File: src/rtl/axis_mux_pkg.sv
// Shared types and constants for the AXI4-Stream mux/demux blocks.
// Holds the packet FSM state type and the port select encodings.
package axis_mux_pkg;

  typedef enum logic {
    IDLE   = 1'b0,
    IN_PKT = 1'b1
  } state_t;

  localparam logic SEL_A = 1'b0;
  localparam logic SEL_B = 1'b1;

endpackage

File: src/rtl/axis_out_reg.sv
// One-entry AXI4-Stream pipeline register.
// Ports: clk, reset, load/in_data/in_last, tready -> valid, data, last, free.
module axis_out_reg #(
  parameter int DATA_WIDTH = 32
) (
  input  logic                  clk,
  input  logic                  reset,
  input  logic                  load,
  input  logic [DATA_WIDTH-1:0] in_data,
  input  logic                  in_last,
  input  logic                  tready,
  output logic                  valid,
  output logic [DATA_WIDTH-1:0] data,
  output logic                  last,
  output logic                  free
);

  // Can take a new beat if empty or draining this cycle.
  assign free = !valid || tready;

  always_ff @(posedge clk) begin
    if (reset) begin
      valid <= 1'b0;
      data  <= '0;
      last  <= 1'b0;
    end else if (load) begin
      valid <= 1'b1;
      data  <= in_data;
      last  <= in_last;
    end else if (tready) begin
      valid <= 1'b0;
    end
  end

endmodule

File: src/rtl/one_to_two_st_demux.sv
// Pipelined 1:2 AXI4-Stream demux; destination latched per packet from sel.
// Ports: s_axis_* in, m_axis_*_A/B out; pkt_cnt_A/B with DEMUX_PKT_CNT_EN.
module one_to_two_st_demux
  import axis_mux_pkg::*;
#(
  parameter int DATA_WIDTH = 32
) (
  input  logic                  clk,
  input  logic                  reset,
  input  logic                  sel,
  input  logic [DATA_WIDTH-1:0] s_axis_tdata,
  input  logic                  s_axis_tvalid,
  output logic                  s_axis_tready,
  input  logic                  s_axis_tlast,
  output logic [DATA_WIDTH-1:0] m_axis_tdata_A,
  output logic                  m_axis_tvalid_A,
  input  logic                  m_axis_tready_A,
  output logic                  m_axis_tlast_A,
  output logic [DATA_WIDTH-1:0] m_axis_tdata_B,
  output logic                  m_axis_tvalid_B,
  input  logic                  m_axis_tready_B,
  output logic                  m_axis_tlast_B
`ifdef DEMUX_PKT_CNT_EN
  ,
  output logic [31:0]           pkt_cnt_A,
  output logic [31:0]           pkt_cnt_B
`endif
);

  state_t state_q;
  state_t state_d;
  logic   dest_q;
  logic   dest_d;
  logic   target;
  logic   accept;
  logic   load_a;
  logic   load_b;
  logic   free_a;
  logic   free_b;

  always_ff @(posedge clk) begin
    if (reset) begin
      state_q <= IDLE;
      dest_q  <= SEL_A;
    end else begin
      state_q <= state_d;
      dest_q  <= dest_d;
    end
  end

  always_comb begin
    state_d = state_q;
    dest_d  = dest_q;
    unique case (state_q)
      IDLE: begin
        // Single-beat packets never leave IDLE.
        if (accept && !s_axis_tlast) begin
          state_d = IN_PKT;
          dest_d  = sel;
        end
      end
      IN_PKT: begin
        if (accept && s_axis_tlast) begin
          state_d = IDLE;
        end
      end
      default: state_d = IDLE;
    endcase
  end

  always_comb begin
    target        = (state_q == IN_PKT) ? dest_q : sel;
    s_axis_tready = (target == SEL_B) ? free_b : free_a;
    accept        = s_axis_tvalid && s_axis_tready;
    load_a        = accept && (target == SEL_A);
    load_b        = accept && (target == SEL_B);
  end

  axis_out_reg #(
    .DATA_WIDTH(DATA_WIDTH)
  ) u_reg_a (
    .clk     (clk),
    .reset   (reset),
    .load    (load_a),
    .in_data (s_axis_tdata),
    .in_last (s_axis_tlast),
    .tready  (m_axis_tready_A),
    .valid   (m_axis_tvalid_A),
    .data    (m_axis_tdata_A),
    .last    (m_axis_tlast_A),
    .free    (free_a)
  );

  axis_out_reg #(
    .DATA_WIDTH(DATA_WIDTH)
  ) u_reg_b (
    .clk     (clk),
    .reset   (reset),
    .load    (load_b),
    .in_data (s_axis_tdata),
    .in_last (s_axis_tlast),
    .tready  (m_axis_tready_B),
    .valid   (m_axis_tvalid_B),
    .data    (m_axis_tdata_B),
    .last    (m_axis_tlast_B),
    .free    (free_b)
  );

`ifdef DEMUX_PKT_CNT_EN
  always_ff @(posedge clk) begin
    if (reset) begin
      pkt_cnt_A <= '0;
      pkt_cnt_B <= '0;
    end else begin
      if (m_axis_tvalid_A && m_axis_tready_A && m_axis_tlast_A)
        pkt_cnt_A <= pkt_cnt_A + 32'd1;
      if (m_axis_tvalid_B && m_axis_tready_B && m_axis_tlast_B)
        pkt_cnt_B <= pkt_cnt_B + 32'd1;
    end
  end
`endif

endmodule

File: config.mk
export PLATFORM = sky130hd
export DESIGN_NAME = one_to_two_st_demux
export DESIGN_NICKNAME = d
export VERILOG_FILES = /design/src/rtl/axis_mux_pkg.sv /design/src/rtl/axis_out_reg.sv /design/src/rtl/one_to_two_st_demux.sv
export SDC_FILE = /design/constraint.sdc
export NUM_CORES = 1
export LEC_CHECK = 0
export ABC_AREA = 1
export CORE_MARGIN = 5
export CORE_UTILIZATION = 45
export CTS_CLUSTER_DIAMETER = 100
export DETAILED_ROUTE_END_ITERATION = 8
export GPL_ROUTABILITY_DRIVEN = 0
export PLACE_DENSITY = 0.84
export SLEW_MARGIN = 20
export SYNTH_ARGS = -nofsm -noshare
export SYNTH_HDL_FRONTEND = slang
export SYNTH_HIERARCHICAL = 1
export SYNTH_SLANG_ARGS = --single-unit
File: constraint.sdc
create_clock -name clk -period 2.3 [get_ports clk]
set_input_delay 0.345 -clock clk [delete_from_list [all_inputs] [get_ports clk]]
set_output_delay 0.345 -clock clk [all_outputs]
set_load 0.02 [all_outputs]
==> results.json, run 1 <==
{
  "worst_ep_arrival_time_ns": 1.75,
  "yosysSeqAreaShare": 0.5553,
  "fin_area_um2": 3797,
  "status": "completed",
  "drv_slew": 0,
  "fin_nets": 462,
  "hold_class": "flop to flop",
  "wire_per_inst_um": 14.30,
  "grt_max_degree": 35,
  "synth_top_area_share": 0.5553,
  "rows": 27,
  "slew_headroom": 0.4105,
  "cts_num_sinks": 70,
  "drc": 0,
  "viasPerCell": 4.906,
  "drive_gt1_frac": 0.06308,
  "p_int_mw": 2.224,
  "yosysWarnings": 6,
  "setup_ws_ns": 0.2018,
  "cellPowerDensity_nw_per_um2": 805.0,
  "fp.dieArea_um2": 7205,
  "ys_types": 15,
  "drt_iter0_drc": 143,
  "ys_ff_latch": 70,
  "path_clk_slew_ns": 0.07,
  "grt_overflow_total": 0,
  "hpwl_um": 4851,
  "vias": 2453,
  "p_leak_nw": 1.614,
  "fmax_mhz": 476.6,
  "synth_fp_nets": 359,
  "vdd_drop_max_mv": 0.4928,
  "clock-root-buffer": "clkbuf_8",
  "ctsResizeCount": 0,
  "io_pins": 108,
  "endpoint": "s_axis_tready",
  "power_switching_uw": 832.4,
  "grt_pass1_wl_um": 11530,
  "start_util": 0.4611,
  "finalHoldViolCount": 0,
  "crit_start": "m_axis_tready_A",
  "layout.cells.most_common": "nor2_1",
  "grt_use_total": 0.1994,
  "finalCritPeriodShare": 0.9123,
  "tightest_slew_ns": 0.8832,
  "clkPwrFrac": 0.347,
  "p_sw_frac": 0.2723,
  "cts_buffers": 9,
  "critical_path_class": "input pin to output port",
  "fin_skew_ns": 0.005523,
  "pwr-share-seq": 0.448,
  "antenna_found_initial": 0,
  "cp_max_fo": 4,
  "ff2ff_path_depth": 7,
  "tns_ns": 0,
  "ff2ff_setup_slack_ns": 0.80,
  "wl_um": 7150,
  "power_mw": 3.057,
  "holdBufCountCts": 0,
  "layout_common_cells": "134 x nor2_1, 107 x clkdlybuf4s50_1, 70 x dfxtp_1, 66 x o21ai_0, 13 x clkbuf_8",
  "regToRegEndpoint": "u_reg_a/data[1]",
  "clk_latency_ns": 0.33,
  "post_cts_buffers": 0,
  "htreeDepth": 3,
  "die_y_um": 84.89,
  "avgSynthCellArea_um2": 7.886,
  "crit_path_end_kind": "output port",
  "maxCapViolations": 0,
  "dpl_cell_area_um2": 3577,
  "synthTopCellsByArea": "dfxtp_1 56%, nor2_1 20%, o21ai_0 13%",
  "coreArea_um2": 5473,
  "fin_crit_ns": 2.098,
  "syn_to_final_growth_pct": 50.47,
  "die_width_um": 84.89,
  "cts_tree": "yes",
  "cts.path.max_buffers": 2,
  "port_buffers": 107,
  "hold_depth": 2,
  "rsz0062_at_grt": "false",
  "worstPathRequired_ns": 1.96,
  "synthesis.area_um2": 2524,
  "ant_nets": 0,
  "combPwrFrac": 0.206,
  "fin_util": 0.6939,
  "yosys.area.top_type": "dfxtp_1",
  "diodes": 0,
  "start_kind": "input pin",
  "dp_slack_ns": 0.1985,
  "grt_pass1_vias": 2410,
  "synthCells": 320,
  "first_pass_iters": 4,
  "finalSetupViolCount": 0
}
[per-stage QoR]
| stage | instances | hold slack [ns] |
|---|---|---|
| final | 500 | 0.4954 |
| after global placement | 484 | 0.4749 |
| after detailed placement | 484 | 0.4805 |
| after floorplan | 320 | 0.4141 |
| after CTS | 500 | 0.5005 |
| after global routing | 500 | 0.5242 |
[routing by layer]
layer,wire [um],part of all wire,track usage,vias to the layer above
li1,-,-,-,1219
met1,2940,0.41,0.2275,1122
met2,3400,0.48,0.3345,102
met3,703,0.098,0.07767,10
met4,104,0.015,0.08058,0
met5,0,0,0,-
[logic make-up (layout without fill, tap and decap cells)]
kind of cell	after synthesis	after routing	synth area share
buffers and inverters	30	138	0.07139
AOI/OAI and AO/OA	69	69	0.1368
DFF	70	70	0.5553
and+or+nand+nor	151	151	0.2365
[worst min-delay path by stage]
stage                                start          endpoint
final                      u_reg_b/data[1]   u_reg_b/data[1]
after global routing       u_reg_b/data[1]   u_reg_b/data[1]
after CTS                 u_reg_b/data[18]  u_reg_b/data[18]
after detailed placement   u_reg_b/data[1]   u_reg_b/data[1]
after global placement     u_reg_b/data[6]   u_reg_b/data[6]
after floorplan                      reset              flop
[registers in the layout, summed over array words and instances (netlist names), named ones only]
signal         cells
u_reg_a/last       1
u_reg_a/data      32
dest_q             1
u_reg_a/valid      1
u_reg_b/last       1
u_reg_b/data      32
u_reg_b/valid      1
[worst max-delay path, stage by stage]
cell	delay (ns)
clkdlybuf4s50_1	0.45
inv_1	0.04
nand2_1	0.08
nand3_2	0.13
nand2_4	0.11
clkdlybuf4s50_1	0.60
[layout make-up]
cell class | count | area (um^2)
inverters | 12 | 45.04
fillers | 467 | 1675
multi-input cells | 220 | 947.2
flip-flops and latches | 70 | 1401
clock inverters | 2 | 37.54
clock buffers | 14 | 182.7
repair buffers | 110 | 1094
well taps | 72 | 90.09
[power by group through the flow]
stage | logic (mW) | clock network (mW) | registers [mW]
6_report | 0.629 | 1.06 | 1.37
5_1_grt | 0.680 | 1.13 | 1.38
4_1_cts | 0.634 | 1.07 | 1.37
3_5_place_dp | 0.630 | 0 | 1.39
3_3_place_gp | 0.616 | 0 | 1.39
2_1_floorplan | 0.190 | 0 | 1.51
[cell usage after synthesis]
cell	number
nor2_1	136
dfxtp_1	70
o21ai_0	66
nand2_4	1
nand4_2	1
clkbuf_2	6
buf_4	2
a21oi_1	3
nand3_2	2
nand3_1	1
buf_6	4
inv_1	9
nand2_1	10
clkbuf_4	6
inv_2	3
(Power assumes the default switching activity.)
==> run 2, diff against run 1 <==
- TNS_END_PERCENT: not set -> 20
==> results of run 2 <==
Final layout, timing and power as in run 1 (identical DEF).
